**src/rtl/fft_8p_seq.sv**
```systemverilog
// fft_8p_seq -- sequential 8-point radix-2 DIT FFT, one butterfly per cycle.
//
// A frame of eight complex samples is loaded into an in-place register file
// (bit-reversed order), transformed by 12 butterfly operations (3 stages x 4
// butterflies) using a single shared butterfly, then unloaded in natural bin
// order k = 0..7.
//
// Ports:
//   clk        single clock, all state changes on its rising edge
//   rst        synchronous active-high reset (priority over every handshake)
//   in_valid   input sample present
//   in_ready   block accepts an input sample this cycle (LOAD only)
//   in_real    input sample real part, signed Q(DATA_WIDTH-FRAC_WIDTH).FRAC_WIDTH
//   in_imag    input sample imaginary part, same format
//   out_valid  output bin present (UNLOAD only)
//   out_ready  downstream accepts the output bin
//   out_real   output bin X[k] real part, signed
//   out_imag   output bin X[k] imaginary part, signed
//   out_idx    bin index k of the presented output
//   out_last   high with out_valid when out_idx = 7
//   busy       high for the 12 COMPUTE cycles
//
// Handshake: a transfer happens on a rising edge where valid and ready are
// both high. The producer holds payload stable while valid & !ready; ready
// here depends only on the FSM state, never combinationally on valid.

module fft_8p_seq #(
    parameter int DATA_WIDTH = 16,
    parameter int FRAC_WIDTH = 8
) (
    input  logic                         clk,
    input  logic                         rst,
    input  logic                         in_valid,
    output logic                         in_ready,
    input  logic signed [DATA_WIDTH-1:0] in_real,
    input  logic signed [DATA_WIDTH-1:0] in_imag,
    output logic                         out_valid,
    input  logic                         out_ready,
    output logic signed [DATA_WIDTH-1:0] out_real,
    output logic signed [DATA_WIDTH-1:0] out_imag,
    output logic [2:0]                   out_idx,
    output logic                         out_last,
    output logic                         busy
);

    // FSM encoding; 'state' is a plain named register so checkers can bind to it.
    localparam logic [1:0] ST_LOAD    = 2'd0;
    localparam logic [1:0] ST_COMPUTE = 2'd1;
    localparam logic [1:0] ST_UNLOAD  = 2'd2;

    // Full-precision product sum width.
    localparam int PW = 2 * DATA_WIDTH + 1;

    // cos(pi/4) * 2^FRAC_WIDTH rounded to nearest, using 46341/65536 ~= 1/sqrt(2).
    localparam longint C45_L = ((64'sd46341 <<< FRAC_WIDTH) + 64'sd32768) >>> 16;
    localparam logic signed [DATA_WIDTH-1:0] TW_ONE = DATA_WIDTH'(64'sd1 <<< FRAC_WIDTH);
    localparam logic signed [DATA_WIDTH-1:0] TW_C45 = DATA_WIDTH'(C45_L);

    logic [1:0] state;
    logic [2:0] ld_cnt;
    logic [3:0] bf_cnt;

    // In-place complex register file.
    logic signed [DATA_WIDTH-1:0] reg_re [8];
    logic signed [DATA_WIDTH-1:0] reg_im [8];

    // ------------------------------------------------------------------
    // Load addressing: n-th sample lands in register bitrev3(n).
    // ------------------------------------------------------------------
    logic [2:0] ld_addr;
    assign ld_addr = {ld_cnt[0], ld_cnt[1], ld_cnt[2]};

    // ------------------------------------------------------------------
    // Butterfly scheduling: bf_cnt = {stage, butterfly}.
    //   span = 2^stage
    //   top  = (b div span)*2*span + (b mod span), bot = top + span
    //   k    = (b mod span) * (4 >> stage)
    // Each stage collapses to a fixed bit arrangement of b.
    // ------------------------------------------------------------------
    logic [1:0] stage;
    logic [1:0] bfly;
    logic [2:0] top;
    logic [2:0] bot;
    logic [1:0] tw_k;

    assign stage = bf_cnt[3:2];
    assign bfly  = bf_cnt[1:0];

    always_comb begin
        top  = 3'd0;
        bot  = 3'd0;
        tw_k = 2'd0;
        case (stage)
            2'd0: begin
                top  = {bfly, 1'b0};
                bot  = {bfly, 1'b1};
                tw_k = 2'd0;
            end
            2'd1: begin
                top  = {bfly[1], 1'b0, bfly[0]};
                bot  = {bfly[1], 1'b1, bfly[0]};
                tw_k = {bfly[0], 1'b0};
            end
            default: begin
                top  = {1'b0, bfly};
                bot  = {1'b1, bfly};
                tw_k = bfly;
            end
        endcase
    end

    // Twiddle W8^k = cos(2*pi*k/8) - j*sin(2*pi*k/8).
    logic signed [DATA_WIDTH-1:0] tw_re;
    logic signed [DATA_WIDTH-1:0] tw_im;

    always_comb begin
        tw_re = TW_ONE;
        tw_im = '0;
        case (tw_k)
            2'd0: begin
                tw_re = TW_ONE;
                tw_im = '0;
            end
            2'd1: begin
                tw_re = TW_C45;
                tw_im = -TW_C45;
            end
            2'd2: begin
                tw_re = '0;
                tw_im = -TW_ONE;
            end
            default: begin
                tw_re = -TW_C45;
                tw_im = -TW_C45;
            end
        endcase
    end

    // ------------------------------------------------------------------
    // Butterfly datapath: P = W * B, then A + P / A - P.
    // ------------------------------------------------------------------
    logic signed [DATA_WIDTH-1:0] a_re;
    logic signed [DATA_WIDTH-1:0] a_im;
    logic signed [DATA_WIDTH-1:0] b_re;
    logic signed [DATA_WIDTH-1:0] b_im;

    assign a_re = reg_re[top];
    assign a_im = reg_im[top];
    assign b_re = reg_re[bot];
    assign b_im = reg_im[bot];

    // Sign-extend operands so each product is formed at full precision.
    logic signed [2*DATA_WIDTH-1:0] tw_re_w;
    logic signed [2*DATA_WIDTH-1:0] tw_im_w;
    logic signed [2*DATA_WIDTH-1:0] b_re_w;
    logic signed [2*DATA_WIDTH-1:0] b_im_w;

    assign tw_re_w = (2*DATA_WIDTH)'(tw_re);
    assign tw_im_w = (2*DATA_WIDTH)'(tw_im);
    assign b_re_w  = (2*DATA_WIDTH)'(b_re);
    assign b_im_w  = (2*DATA_WIDTH)'(b_im);

    logic signed [2*DATA_WIDTH-1:0] m_rr;
    logic signed [2*DATA_WIDTH-1:0] m_ii;
    logic signed [2*DATA_WIDTH-1:0] m_ri;
    logic signed [2*DATA_WIDTH-1:0] m_ir;

    assign m_rr = tw_re_w * b_re_w;
    assign m_ii = tw_im_w * b_im_w;
    assign m_ri = tw_re_w * b_im_w;
    assign m_ir = tw_im_w * b_re_w;

    logic signed [PW-1:0] p_re_full;
    logic signed [PW-1:0] p_im_full;

    assign p_re_full = PW'(m_rr) - PW'(m_ii);
    assign p_im_full = PW'(m_ri) + PW'(m_ir);

    // Arithmetic shift right by FRAC_WIDTH then truncation to DATA_WIDTH is
    // exactly this bit slice (floor toward -inf, wrap on overflow).
    logic signed [DATA_WIDTH-1:0] p_re;
    logic signed [DATA_WIDTH-1:0] p_im;

    assign p_re = p_re_full[FRAC_WIDTH +: DATA_WIDTH];
    assign p_im = p_im_full[FRAC_WIDTH +: DATA_WIDTH];

    // Discarded fraction and overflow bits of the products.
    logic unused_p_bits;
    assign unused_p_bits = ^{p_re_full[FRAC_WIDTH-1:0], p_re_full[PW-1:FRAC_WIDTH+DATA_WIDTH],
                             p_im_full[FRAC_WIDTH-1:0], p_im_full[PW-1:FRAC_WIDTH+DATA_WIDTH]};

    // Results wrap modulo 2^DATA_WIDTH: no saturation, no scaling.
    logic signed [DATA_WIDTH-1:0] sum_re;
    logic signed [DATA_WIDTH-1:0] sum_im;
    logic signed [DATA_WIDTH-1:0] dif_re;
    logic signed [DATA_WIDTH-1:0] dif_im;

    assign sum_re = a_re + p_re;
    assign sum_im = a_im + p_im;
    assign dif_re = a_re - p_re;
    assign dif_im = a_im - p_im;

    // ------------------------------------------------------------------
    // Sequential state: FSM, counters, register file.
    // ------------------------------------------------------------------
    always_ff @(posedge clk) begin
        if (rst) begin
            state   <= ST_LOAD;
            ld_cnt  <= 3'd0;
            bf_cnt  <= 4'd0;
            out_idx <= 3'd0;
            for (int i = 0; i < 8; i++) begin
                reg_re[i] <= '0;
                reg_im[i] <= '0;
            end
        end else begin
            case (state)
                ST_LOAD: begin
                    if (in_valid) begin
                        reg_re[ld_addr] <= in_real;
                        reg_im[ld_addr] <= in_imag;
                        ld_cnt          <= ld_cnt + 3'd1;
                        if (ld_cnt == 3'd7) begin
                            state  <= ST_COMPUTE;
                            bf_cnt <= 4'd0;
                        end
                    end
                end
                ST_COMPUTE: begin
                    reg_re[top] <= sum_re;
                    reg_im[top] <= sum_im;
                    reg_re[bot] <= dif_re;
                    reg_im[bot] <= dif_im;
                    if (bf_cnt == 4'd11) begin
                        state   <= ST_UNLOAD;
                        bf_cnt  <= 4'd0;
                        out_idx <= 3'd0;
                    end else begin
                        bf_cnt <= bf_cnt + 4'd1;
                    end
                end
                ST_UNLOAD: begin
                    if (out_ready) begin
                        if (out_idx == 3'd7) begin
                            state   <= ST_LOAD;
                            ld_cnt  <= 3'd0;
                            out_idx <= 3'd0;
                        end else begin
                            out_idx <= out_idx + 3'd1;
                        end
                    end
                end
                default: begin
                    state <= ST_LOAD;
                end
            endcase
        end
    end

    // ------------------------------------------------------------------
    // Outputs: all derived from registered state, so they are stable while
    // out_valid & !out_ready.
    // ------------------------------------------------------------------
    assign in_ready  = (state == ST_LOAD);
    assign busy      = (state == ST_COMPUTE);
    assign out_valid = (state == ST_UNLOAD);
    assign out_last  = out_valid && (out_idx == 3'd7);
    assign out_real  = reg_re[out_idx];
    assign out_imag  = reg_im[out_idx];

endmodule

```
**config.mk**
```make
export PLATFORM = sky130hd
export DESIGN_NAME = fft_8p_seq
export DESIGN_NICKNAME = d
export VERILOG_FILES = /design/src/rtl/fft_8p_seq.sv
export SDC_FILE = /design/constraint.sdc
export NUM_CORES = 2
export LEC_CHECK = 0
export ABC_CLOCK_PERIOD_IN_PS = 25900
export CAP_MARGIN = 20
export CORE_ASPECT_RATIO = 1.5
export CORE_MARGIN = 5
export CORE_UTILIZATION = 40
export DETAILED_ROUTE_END_ITERATION = 8
export GPL_ROUTABILITY_DRIVEN = 0
export SLEW_MARGIN = 0
export SYNTH_ARGS = -nofsm -noshare
export SYNTH_HDL_FRONTEND = slang
export SYNTH_SLANG_ARGS = --single-unit
```
**constraint.sdc**
```tcl
create_clock -name clk -period 25.9 [get_ports clk]
set_input_delay 3.885 -clock clk [delete_from_list [all_inputs] [get_ports clk]]
set_output_delay 3.885 -clock clk [all_outputs]
set_load 0.005 [all_outputs]
```
==> metrics <==
status=completed; number of synthesis warnings=0; pin count of the biggest net entering global routing=58; global-route wire length before repair=211000 µm; initial antenna violation count=0; total iterations of the first detailed-routing run=6; register clock-pin slew on the reported worst setup and hold paths=0.09 ns; CTS tree=done; Relative slew margins=19.5%; Max H-tree Level=1; number of rows created at floorplan=142; Die Y=398 µm; element type at the critical path start=register; top post-synthesis cells by area=sky130_fd_sc_hd__fa_1 (27%), sky130_fd_sc_hd__edfxtp_1 (19%), sky130_fd_sc_hd__ha_1 (12%); slowest cell on the critical path=sky130_fd_sc_hd__a211oi_1; share of flip-flops with an asynchronous set or reset=0%; endpoints failing setup=0; worst hold slack across all endpoints=0.496 ns; global-route congestion overflow total=0; Post CTS Setup Buffer Count=0; number of slew-limit violations in the final report=0; count of pins on the block boundary=75; post-detailed-placement half-perimeter wirelength=107000 µm; starting density of the core=40.3%; Highest Clock Rate=0.0779 GHz; final non-filler cell total=5363; DRT Wirelength=142000 µm; average instance area after synthesis=9.89 µm²; Critical Path Max Stage Delay=0.83 ns; list of most frequent post-synthesis cells=sky130_fd_sc_hd__inv_1 (874), sky130_fd_sc_hd__fa_1 (543), sky130_fd_sc_hd__ha_1 (387); Worst Tran Pin Value=1.21 ns; clock buffer count from CTS=22; global-route total usage across every layer=26.5%; area growth from synthesis to final layout=7.44%; RSZ-0062 raised after global routing=no; via count of the first global-routing pass=33800; final cell area excluding filler cells=43200 µm²; ratio of cells with drive above 1 in the final layout=7.08%; number of remaining DRC errors=0; post-synth top area share=27.0%; setup_tns=0 ns; type of the setup path with the least slack=reg2reg; wire length per cell=26.5 µm; count of port buffers added during placement=74; post-route clock period utilization=49.6%; most common flop cell mapped by yosys=sky130_fd_sc_hd__edfxtp_1; share of the yosys chip area belonging to registers=19.9%; CP required=26.18 ns; maximum buffer depth of the clock tree=3; cell depth of the worst min-delay path=2; Synth area leader=sky130_fd_sc_hd__fa_1; fill cell total of the finished layout=9761; count of endpoints failing hold in the final timing report=0; clock root cell=sky130_fd_sc_hd__clkbuf_16; worst clock skew=0.0217 ns; netlist area before placement=40200 µm²; Critical Path End Type=register; Resized Gates After CTS=0; most frequently used cell type in the post-synthesis netlist=sky130_fd_sc_hd__inv_1; Layout Nets=5016; Via density=5.85; core outline area=99900 µm²; Placed Instance Area=42400 µm²; depth of the worst register-to-register path=40; crit-path max FO=27; worst min-delay path class=reg2reg; Clock Sink Count=271; chip width=269 µm; critical path data arrival time=13.12 ns; instance count after placement with tap cells included=5322; number of flops mapped to enable cells by yosys=256; remaining antenna violation count after routing=0; CP dominant cell by count=sky130_fd_sc_hd__fa_1; number of design-rule violations left by the first detailed-router iteration=2783; number of synthesized register bits=271; count of different cell masters after synthesis=90; total number of vias=31400; quantity of hold-fixing buffers added after cts=0; min cycle time layout=12.84 ns; clock latency on the worst-skew pair=0.57 ns; synthesized netlist cell count=4065; max-cap violation count=0; full die area=107000 µm²
placed cells by master, fill, tap and decap left out, types with 8 or more instances in the layout:
cell                                n
sky130_fd_sc_hd__a211oi_1          12
sky130_fd_sc_hd__a21o_1            27
sky130_fd_sc_hd__a21oi_1          145
sky130_fd_sc_hd__a221o_1           15
sky130_fd_sc_hd__a221oi_1          19
sky130_fd_sc_hd__a222oi_1          26
sky130_fd_sc_hd__a22oi_1           34
sky130_fd_sc_hd__a31oi_1           18
sky130_fd_sc_hd__and2_1            23
sky130_fd_sc_hd__and3_1            16
sky130_fd_sc_hd__buf_4             73
sky130_fd_sc_hd__clkbuf_16         23
sky130_fd_sc_hd__clkdlybuf4s50_1   74
sky130_fd_sc_hd__dfxtp_1            9
sky130_fd_sc_hd__edfxtp_1         256
sky130_fd_sc_hd__fa_1             543
sky130_fd_sc_hd__ha_1             387
sky130_fd_sc_hd__inv_1            874
sky130_fd_sc_hd__mux2_2            61
sky130_fd_sc_hd__mux2i_1           78
sky130_fd_sc_hd__mux4_2            65
sky130_fd_sc_hd__nand2_1          217
sky130_fd_sc_hd__nand2b_1          18
sky130_fd_sc_hd__nand3_1           59
sky130_fd_sc_hd__nand3b_1           8
sky130_fd_sc_hd__nor2_1           252
sky130_fd_sc_hd__nor2b_1           12
sky130_fd_sc_hd__nor3_1            27
sky130_fd_sc_hd__o21a_1             8
sky130_fd_sc_hd__o21ai_0          102
sky130_fd_sc_hd__o21bai_1          27
sky130_fd_sc_hd__o22ai_1          220
sky130_fd_sc_hd__or2_2             18
sky130_fd_sc_hd__xnor2_1          136
sky130_fd_sc_hd__xor2_1            36
cell type report:
class / instances / area, µm² / area share (%)
diodes: 1 / 2.50 / 0.00579
clock buffers: 25 / 583 / 1.35
flip-flops and latches: 271 / 8000 / 18.5
multi-input cells: 2729 / 28200 / 65.3
clock inverters: 15 / 195 / 0.452
well taps: 1296 / 1620 / 3.75
repair buffers: 148 / 1290 / 2.99
inverters: 878 / 3300 / 7.63
critical path, delay by kind of cell (launching register included):
kind | cells | cell delay [ns]
AO/OA/AOI/OAI | 9 | 3.22
XOR/XNOR | 3 | 0.74
flip-flops | 1 | 0.45
AND/OR/NAND/NOR | 11 | 2.27
buffers and inverters | 7 | 1.02
adder cells (fa/ha/maj) | 10 | 4.82
state kept, by name, summed over array words and instances, names as in the netlist, named ones only:
| register | count |
|---|---|
| bf_cnt | 4 |
| state | 2 |
| reg_im | 128 |
| ld_cnt | 3 |
| reg_re | 128 |
| out_idx | 3 |
routing by layer:
metal | GRT usage [%] | vias up | share of wire, %
met2 | 48.3 | 1622 | 52
met3 | 2.88 | 557 | 7.0
met5 | 0 | - | 0
li1 | - | 13500 | -
met1 | 28.9 | 15700 | 33
met4 | 17.6 | 0 | 8.4
final timing paths:
check        slack [ns]       start       endpoint
min                0.50  out_idx[2]       register
min reg2reg        0.50  out_idx[2]       register
max reg2reg       13.06   bf_cnt[0]  reg_re[5][13]
max               13.06   bf_cnt[0]  reg_re[5][13]
metrics by stage:
step,worst slack [ns],util (%)
after floorplan,14.51,-
after global placement,13.12,42.5
after detailed placement,13.22,42.5
after CTS,13.15,43.3
after global routing,12.45,43.3
final,13.06,43.3
kinds of logic (layout without fill, tap and decap cells):
| logic type | after synthesis | in the layout | share of synthesized area (%) |
|---|---|---|---|
| buf+inv | 1066 | 1066 | 10.1 |
| xor+xnor | 179 | 179 | 4.11 |
| mux | 205 | 205 | 7.35 |
| simple gates | 685 | 685 | 7.55 |
| fa+ha+maj | 931 | 931 | 39.1 |
| other cells | 1 | 3 | 0.00933 |
| compound gates | 727 | 727 | 11.9 |
| flops | 271 | 271 | 19.9 |
Power is left out: the tool's default activity adds up to more than one toggle a clock period on the data nets, which glitch-free logic cannot reach.
